`config.mk`:
```
export PLATFORM = sky130hd
export DESIGN_NAME = mem_ctrl_mp
export DESIGN_NICKNAME = d
export VERILOG_FILES = /design/src/rtl/mem_ctrl_mp.sv
export SDC_FILE = /design/constraint.sdc
export NUM_CORES = 1
export LEC_CHECK = 0
export BUFFER_PORTS_ARGS = -buffer_cell sky130_fd_sc_hd__buf_2
export CORE_MARGIN = 3
export CORE_UTILIZATION = 47
export CTS_BUF_LIST = sky130_fd_sc_hd__clkbuf_8
export DETAILED_ROUTE_END_ITERATION = 16
export HOLD_SLACK_MARGIN = 0.05
export PLACE_DENSITY = 0.76
export SYNTH_ARGS = -nofsm -noshare
export SYNTH_HDL_FRONTEND = slang
export SYNTH_SLANG_ARGS = --single-unit
```
`constraint.sdc`:
```
create_clock -name clk -period 6.77 [get_ports clk]
set_input_delay 0.677 -clock clk [delete_from_list [all_inputs] [get_ports clk]]
set_output_delay 0.677 -clock clk [all_outputs]
set_load 0.01 [all_outputs]
```
`src/rtl/mem_ctrl_mp.sv`:
```
// mem_ctrl_mp: arbitrates NUM_CH requesters onto the byte-wide CPU memory bus, little-endian.
// Optional feature macro MC_ROUND_ROBIN_EN: round-robin arbitration (undefined: fixed priority, ch0 wins).
module mem_ctrl_mp #(
  parameter int unsigned       NUM_CH     = 2,
  parameter logic [NUM_CH-1:0] FLUSH_MASK = NUM_CH'(1)
) (
  input  logic                   clk,
  input  logic                   rst_n,
  input  logic                   rdy,
  input  logic                   flush,
  input  logic                   io_buffer_full,
  input  logic [7:0]             mem_din,
  output logic [7:0]             mem_dout,
  output logic [31:0]            mem_a,
  output logic                   mem_wr,
  input  logic [NUM_CH-1:0]      req_valid,
  input  logic [NUM_CH-1:0]      req_wr,
  input  logic [2*NUM_CH-1:0]    req_size,
  input  logic [32*NUM_CH-1:0]   req_addr,
  input  logic [32*NUM_CH-1:0]   req_wdata,
  output logic [NUM_CH-1:0]      resp_valid,
  output logic [31:0]            resp_rdata
);

  localparam int unsigned CH_W = (NUM_CH > 1) ? $clog2(NUM_CH) : 1;

  typedef enum logic [1:0] {IDLE, BUSY, DONE} state_t;

  state_t            r_state, w_state_nxt;
  logic [2:0]        r_cnt, w_cnt_nxt;
  logic [2:0]        r_nb, w_nb_nxt;
  logic [31:0]       r_addr, w_addr_nxt;
  logic [31:0]       r_wdata, w_wdata_nxt;
  logic              r_wr, w_wr_nxt;
  logic [CH_W-1:0]   r_grant, w_grant_nxt;
  logic [31:0]       r_rdata, w_rdata_nxt;
  logic [31:0]       r_mem_a, w_mem_a_nxt;
  logic [7:0]        r_mem_dout, w_mem_dout_nxt;
  logic              r_mem_wr, w_mem_wr_nxt;
  logic [NUM_CH-1:0] r_resp_valid, w_resp_valid_nxt;
  logic [31:0]       r_resp_rdata, w_resp_rdata_nxt;

  logic [NUM_CH-1:0] w_elig;
  logic              w_gnt_valid;
  logic [CH_W-1:0]   w_gnt_idx;
  logic [31:0]       w_sel_addr;
  logic [31:0]       w_sel_wdata;
  logic              w_sel_wr;
  logic [1:0]        w_sel_size;
  logic [2:0]        w_sel_nb;
  logic              w_sel_stall;
  logic              w_io_stall;
  logic              w_abort;
  logic [4:0]        w_cap_sh;

  // Masked channels sit out any IDLE cycle in which flush is high
  assign w_elig = req_valid & ~(FLUSH_MASK & {NUM_CH{flush}});

`ifdef MC_ROUND_ROBIN_EN
  logic [CH_W-1:0] r_ptr;

  // Search from r_ptr upward first, then wrap to the lowest eligible index
  always_comb begin
    w_gnt_valid = 1'b0;
    w_gnt_idx   = '0;
    for (int j = 0; j < NUM_CH; j++) begin
      if (!w_gnt_valid && w_elig[j] && (CH_W'(j) >= r_ptr)) begin
        w_gnt_valid = 1'b1;
        w_gnt_idx   = CH_W'(j);
      end
    end
    for (int j = 0; j < NUM_CH; j++) begin
      if (!w_gnt_valid && w_elig[j]) begin
        w_gnt_valid = 1'b1;
        w_gnt_idx   = CH_W'(j);
      end
    end
  end

  always_ff @(posedge clk or negedge rst_n) begin
    if (!rst_n) begin
      r_ptr <= '0;
    end else if (rdy && (r_state == IDLE) && w_gnt_valid) begin
      r_ptr <= (w_gnt_idx == CH_W'(NUM_CH - 1)) ? '0 : w_gnt_idx + CH_W'(1);
    end
  end
`else
  always_comb begin
    w_gnt_valid = 1'b0;
    w_gnt_idx   = '0;
    for (int j = 0; j < NUM_CH; j++) begin
      if (!w_gnt_valid && w_elig[j]) begin
        w_gnt_valid = 1'b1;
        w_gnt_idx   = CH_W'(j);
      end
    end
  end
`endif

  always_comb begin
    w_sel_addr  = '0;
    w_sel_wdata = '0;
    w_sel_wr    = 1'b0;
    w_sel_size  = '0;
    for (int j = 0; j < NUM_CH; j++) begin
      if (CH_W'(j) == w_gnt_idx) begin
        w_sel_addr  = req_addr[32*j +: 32];
        w_sel_wdata = req_wdata[32*j +: 32];
        w_sel_wr    = req_wr[j];
        w_sel_size  = req_size[2*j +: 2];
      end
    end
  end

  assign w_sel_nb    = (w_sel_size == 2'd0) ? 3'd1 : (w_sel_size == 2'd1) ? 3'd2 : 3'd4;
  assign w_sel_stall = w_sel_wr && (w_sel_addr[17:16] == 2'b11) && io_buffer_full;
  assign w_io_stall  = r_wr && (r_addr[17:16] == 2'b11) && io_buffer_full;
  assign w_abort     = flush && FLUSH_MASK[r_grant] && !r_wr;
  // Read data lags its address by one cycle, so the byte on mem_din is index r_cnt-2
  assign w_cap_sh    = 5'({r_cnt - 3'd2, 3'b000});

  always_comb begin
    w_state_nxt      = r_state;
    w_cnt_nxt        = r_cnt;
    w_nb_nxt         = r_nb;
    w_addr_nxt       = r_addr;
    w_wdata_nxt      = r_wdata;
    w_wr_nxt         = r_wr;
    w_grant_nxt      = r_grant;
    w_rdata_nxt      = r_rdata;
    w_mem_a_nxt      = r_mem_a;
    w_mem_dout_nxt   = r_mem_dout;
    w_mem_wr_nxt     = 1'b0;
    w_resp_valid_nxt = '0;
    w_resp_rdata_nxt = r_resp_rdata;
    case (r_state)
      IDLE: begin
        if (w_gnt_valid) begin
          w_state_nxt = BUSY;
          w_addr_nxt  = w_sel_addr;
          w_wdata_nxt = w_sel_wdata;
          w_wr_nxt    = w_sel_wr;
          w_nb_nxt    = w_sel_nb;
          w_grant_nxt = w_gnt_idx;
          w_rdata_nxt = '0;
          if (w_sel_stall) begin
            w_cnt_nxt = 3'd0;
          end else begin
            w_cnt_nxt      = 3'd1;
            w_mem_a_nxt    = w_sel_addr;
            w_mem_dout_nxt = w_sel_wdata[7:0];
            w_mem_wr_nxt   = w_sel_wr;
          end
        end
      end
      BUSY: begin
        if (r_wr) begin
          if (r_cnt == r_nb) begin
            w_state_nxt               = DONE;
            w_resp_valid_nxt[r_grant] = 1'b1;
            w_resp_rdata_nxt          = '0;
          end else if (!w_io_stall) begin
            w_mem_a_nxt    = r_addr + 32'(r_cnt);
            w_mem_dout_nxt = 8'(r_wdata >> {r_cnt[1:0], 3'b000});
            w_mem_wr_nxt   = 1'b1;
            w_cnt_nxt      = r_cnt + 3'd1;
          end
        end else if (w_abort) begin
          w_state_nxt = IDLE;
        end else begin
          if (r_cnt >= 3'd2) begin
            w_rdata_nxt = r_rdata | (32'(mem_din) << w_cap_sh);
          end
          if (r_cnt < r_nb) begin
            w_mem_a_nxt = r_addr + 32'(r_cnt);
            w_cnt_nxt   = r_cnt + 3'd1;
          end else if (r_cnt == r_nb) begin
            w_cnt_nxt = r_cnt + 3'd1;
          end else begin
            w_state_nxt               = DONE;
            w_resp_valid_nxt[r_grant] = 1'b1;
            w_resp_rdata_nxt          = w_rdata_nxt;
          end
        end
      end
      DONE:    w_state_nxt = IDLE;
      default: w_state_nxt = IDLE;
    endcase
  end

  always_ff @(posedge clk or negedge rst_n) begin
    if (!rst_n) begin
      r_state <= IDLE;
    end else if (rdy) begin
      r_state <= w_state_nxt;
    end
  end

  always_ff @(posedge clk or negedge rst_n) begin
    if (!rst_n) begin
      r_cnt        <= '0;
      r_nb         <= '0;
      r_addr       <= '0;
      r_wdata      <= '0;
      r_wr         <= 1'b0;
      r_grant      <= '0;
      r_rdata      <= '0;
      r_mem_a      <= '0;
      r_mem_dout   <= '0;
      r_mem_wr     <= 1'b0;
      r_resp_valid <= '0;
      r_resp_rdata <= '0;
    end else if (rdy) begin
      r_cnt        <= w_cnt_nxt;
      r_nb         <= w_nb_nxt;
      r_addr       <= w_addr_nxt;
      r_wdata      <= w_wdata_nxt;
      r_wr         <= w_wr_nxt;
      r_grant      <= w_grant_nxt;
      r_rdata      <= w_rdata_nxt;
      r_mem_a      <= w_mem_a_nxt;
      r_mem_dout   <= w_mem_dout_nxt;
      r_mem_wr     <= w_mem_wr_nxt;
      r_resp_valid <= w_resp_valid_nxt;
      r_resp_rdata <= w_resp_rdata_nxt;
    end
  end

  // rdy low and a flush hitting a masked read's DONE cycle must suppress the pulse at once
  assign mem_a      = r_mem_a;
  assign mem_dout   = r_mem_dout;
  assign mem_wr     = r_mem_wr & rdy;
  assign resp_valid = r_resp_valid & {NUM_CH{rdy & ~(w_abort & (r_state == DONE))}};
  assign resp_rdata = r_resp_rdata;

endmodule

```
==> flow_metrics.env <==
export IMPL_worstPathMaxFanout=63
export IMPL_gpl_final_weighted_congestion=0.8670
export IMPL_syn_area_per_cell_um2=9.397
export IMPL_timing_critical_path_from_type="register"
export IMPL_placement_row_count=50
export IMPL_cp_data_arrival_time_ns=3.84
export IMPL_dr_total_vias=7787
export IMPL_vdd_ir_drop_max_mv=0.2058
export IMPL_critPathRequiredTime_ns=7.13
export IMPL_clk_root_buffer_cell="sky130_fd_sc_hd__clkbuf_8"
export IMPL_clockBufferDepth=2
export IMPL_synth_most_common_cell="sky130_fd_sc_hd__nand2_1"
export IMPL_fmax_mhz=287.2
export IMPL_final_hold_violation_count=0
export IMPL_grt_total_usage=0.2218
export IMPL_pin_count=224
export IMPL_crit_chain="inv_1 -> ha_1 -> and3_1 -> nor2b_1 -> o311a_1 -> o221ai_4 -> buf_4 -> mux2_2"
export IMPL_synthToLayoutAreaGrowth_pct=17.31
export IMPL_hold_class="in -> async"
export IMPL_synthesis_yosys_warnings=0
export IMPL_drc_viols=0
export IMPL_fin_worst_skew_ns=0.01682
export IMPL_setup_violations=0
export IMPL_post_synth_top_area_cell="sky130_fd_sc_hd__dfrtp_1"
export IMPL_drt_iter0_markers=493
export IMPL_globalRouteOverflowTotal=0
export IMPL_cts_resized_gates=0
export IMPL_floorplan_core_area_um2=18960
export IMPL_clock_sink_count=181
export IMPL_num_antenna_cells=0
export IMPL_detailed_place_hpwl_um=16430
export IMPL_clock_tree_htree_level_count=4
export IMPL_max_slew_margin=0.3114
export IMPL_wl_per_cell_um=16.40
export IMPL_outcome="complete, no violations"
export IMPL_grt_max_degree=130
export IMPL_dieHeight_um=146.0
export IMPL_final_worst_hold_slack_ns=0.3598
export IMPL_synthCells=980
export IMPL_clk_transition_reported_paths_ns=0.11
export IMPL_cp_slowest_stage_delay_ns=0.94
export IMPL_ranking_of_synthesized_cells_by_instance_count="sky130_fd_sc_hd__nand2_1 (190), sky130_fd_sc_hd__dfrtp_1 (181), sky130_fd_sc_hd__a21oi_1 (80), sky130_fd_sc_hd__nor2_1 (80), sky130_fd_sc_hd__o21ai_0 (77)"
export IMPL_nNetsFinal=1320
export IMPL_async_flop_share=1.000
export IMPL_power_leakage_nw=5.247
export IMPL_rsz0062_at_grt="false"
export IMPL_synth_edf_count=0
export IMPL_ant_nets=0
export IMPL_postRouteWirelength_um=23530
export IMPL_post_dp_cell_area_um2=10390
export IMPL_tritoncts="yes"
export IMPL_antenna_found_initial=0
export IMPL_cell_area_after_synthesis_um2=9209
export IMPL_proportion_of_layout_cells_with_a_drive_suffix_above_1=0.2621
export IMPL_drv_max_cap_violation_count=0
export IMPL_die_w_um=146.0
export IMPL_regToRegEndpoint="mem_a[1]"
export IMPL_area_share_of_the_largest_cell_type_after_synthesis=0.4918
export IMPL_ff2ff_path_depth=8
export IMPL_ys_seq_elements=181
export IMPL_postCtsSetupRepairBufs=0
export IMPL_grt_pass1_wl_um=38650
export IMPL_filler_instances=1670
export IMPL_final_area_um2=10800
export IMPL_power_per_cell_area_nw_per_um2=434.0
export IMPL_syn_num_nets=1138
export IMPL_start_util=0.4858
export IMPL_synth_cell_types=69
export IMPL_worst_r2r_startpoint="r_cnt[0]"
export IMPL_setup_worst_path_class="reg -> reg"
export IMPL_routed_via_density=5.426
export IMPL_grt_pass1_vias=7422
export IMPL_holdBufCountCts=0
export IMPL_timing_critical_path_slowest_stage_cell="sky130_fd_sc_hd__dfrtp_1"
export IMPL_synth_yosys_seq_area_share=0.4918
export IMPL_cts_inserted_buffers=17
export IMPL_synthTopCellsByArea="sky130_fd_sc_hd__dfrtp_1 (49%), sky130_fd_sc_hd__nand2_1 (7.7%), sky130_fd_sc_hd__mux2i_1 (4.9%)"
export IMPL_worst_r2r_setup_slack_ns=3.29
export IMPL_synth_main_ff_cell="sky130_fd_sc_hd__dfrtp_1"
export IMPL_drv_slew=0
export IMPL_final_period_utilization=0.5143
export IMPL_fin_setup_tns_ns=0
export IMPL_tightest_slew_ns=1.033
export IMPL_portBuffers=223
export IMPL_cp_end_kind="register"
export IMPL_layout_min_cycle_time_ns=3.482
export IMPL_clkLatencyLatePin_ns=0.48
export IMPL_drt_pass1_iterations=5
export IMPL_fp_dieArea_um2=21310
-- where the power goes --
part           total, W  leakage (nW)  internal, W  switching, W
Sequential      0.00197          2.30      0.00157      0.000393
Combinational   0.00197          2.74     0.000813       0.00115
Clock          0.000756         0.205     0.000320      0.000436
Total           0.00469          5.25      0.00271       0.00198
-- sequential cells by signal, summed over array words and instances (netlist names) --
name	count
mem_a	32
r_wr	1
r_nb	3
r_mem_wr	1
r_wdata	32
r_state	2
r_grant	1
r_resp_valid	2
r_rdata	32
mem_dout	8
r_addr	32
resp_rdata	32
r_cnt	3
-- per-layer routing --
| layer | wire [um] | part of all wire | track usage |
|---|---|---|---|
| met5 | 0 | 0 | 0 |
| met4 | 356 | 0.015 | 0.05738 |
| met3 | 1738 | 0.074 | 0.05357 |
| met2 | 10900 | 0.46 | 0.3478 |
| met1 | 10530 | 0.45 | 0.3126 |
-- cells by family after synthesis --
logic type,count (synthesis),share of synthesized area
AOI/OAI and AO/OA,275,0.1785
xor gates and xnor gates,26,0.02473
adders and majority gates,9,0.01304
buffers and inverters,84,0.04416
DFF,181,0.4918
muxes,63,0.08071
and+or+nand+nor,342,0.1670
-- cell usage in the layout (no fill, tap or decap), types with 5 or more instances in the layout --
| master | instances |
|---|---|
| sky130_fd_sc_hd__a211oi_1 | 5 |
| sky130_fd_sc_hd__a21oi_1 | 80 |
| sky130_fd_sc_hd__a22o_1 | 7 |
| sky130_fd_sc_hd__a31oi_1 | 25 |
| sky130_fd_sc_hd__and2_1 | 6 |
| sky130_fd_sc_hd__and3_1 | 7 |
| sky130_fd_sc_hd__buf_2 | 222 |
| sky130_fd_sc_hd__buf_4 | 8 |
| sky130_fd_sc_hd__clkbuf_8 | 19 |
| sky130_fd_sc_hd__dfrtp_1 | 181 |
| sky130_fd_sc_hd__ha_1 | 8 |
| sky130_fd_sc_hd__inv_1 | 14 |
| sky130_fd_sc_hd__inv_8 | 5 |
| sky130_fd_sc_hd__mux2_1 | 6 |
| sky130_fd_sc_hd__mux2i_1 | 45 |
| sky130_fd_sc_hd__mux4_2 | 8 |
| sky130_fd_sc_hd__nand2_1 | 189 |
| sky130_fd_sc_hd__nand3_1 | 10 |
| sky130_fd_sc_hd__nand4_1 | 8 |
| sky130_fd_sc_hd__nor2_1 | 79 |
| sky130_fd_sc_hd__nor2b_1 | 5 |
| sky130_fd_sc_hd__nor3_1 | 7 |
| sky130_fd_sc_hd__o21ai_0 | 77 |
| sky130_fd_sc_hd__o21ai_1 | 20 |
| sky130_fd_sc_hd__o31ai_1 | 33 |
| sky130_fd_sc_hd__xnor2_1 | 19 |
| sky130_fd_sc_hd__xor2_1 | 7 |
-- layout make-up --
| class | instances | area (um2) | area share |
|---|---|---|---|
| sequential | 181 | 4529 | 0.4193 |
| multi-input combinational | 715 | 4290 | 0.3971 |
| timing repair buffer | 231 | 1185 | 0.1097 |
| tap | 260 | 325.3 | 0.03011 |
| clock buffer | 18 | 247.7 | 0.02293 |
| clock inverter | 14 | 165.2 | 0.01529 |
| inverter | 16 | 60.06 | 0.005559 |
-- metrics by stage --
step	utilization	setup slack, ns	total power [W]	instances
floorplan	-	4.533	0.003360	980
global placement	0.5481	3.420	0.003884	1403
detailed placement	0.5481	3.284	0.003962	1403
CTS	0.5699	3.277	0.004729	1435
global route	0.5699	3.002	0.005098	1435
finish	0.5699	3.288	0.004688	1435
-- worst max-delay path by stage --
stage,cells after the start,endpoint,slack [ns],start
after floorplan,9,mem_a[26],4.53,r_cnt[0]
after global placement,8,mem_a[1],3.42,r_cnt[0]
final,8,mem_a[1],3.29,r_cnt[0]
after CTS,8,mem_a[1],3.28,r_cnt[0]
after detailed placement,8,mem_a[1],3.28,r_cnt[0]
after global routing,8,mem_a[1],3.00,r_cnt[0]
-- critical path: cells and delay by family, from the launching register on --
family,cells,cell delay [ns]
flip-flops,1,0.94
AND/OR/NAND/NOR,2,0.37
adder cells (fa/ha/maj),1,0.37
AO/OA/AOI/OAI,2,0.40
multiplexers,1,0.40
buffers and inverters,2,0.86
(Power assumes the default switching activity.)
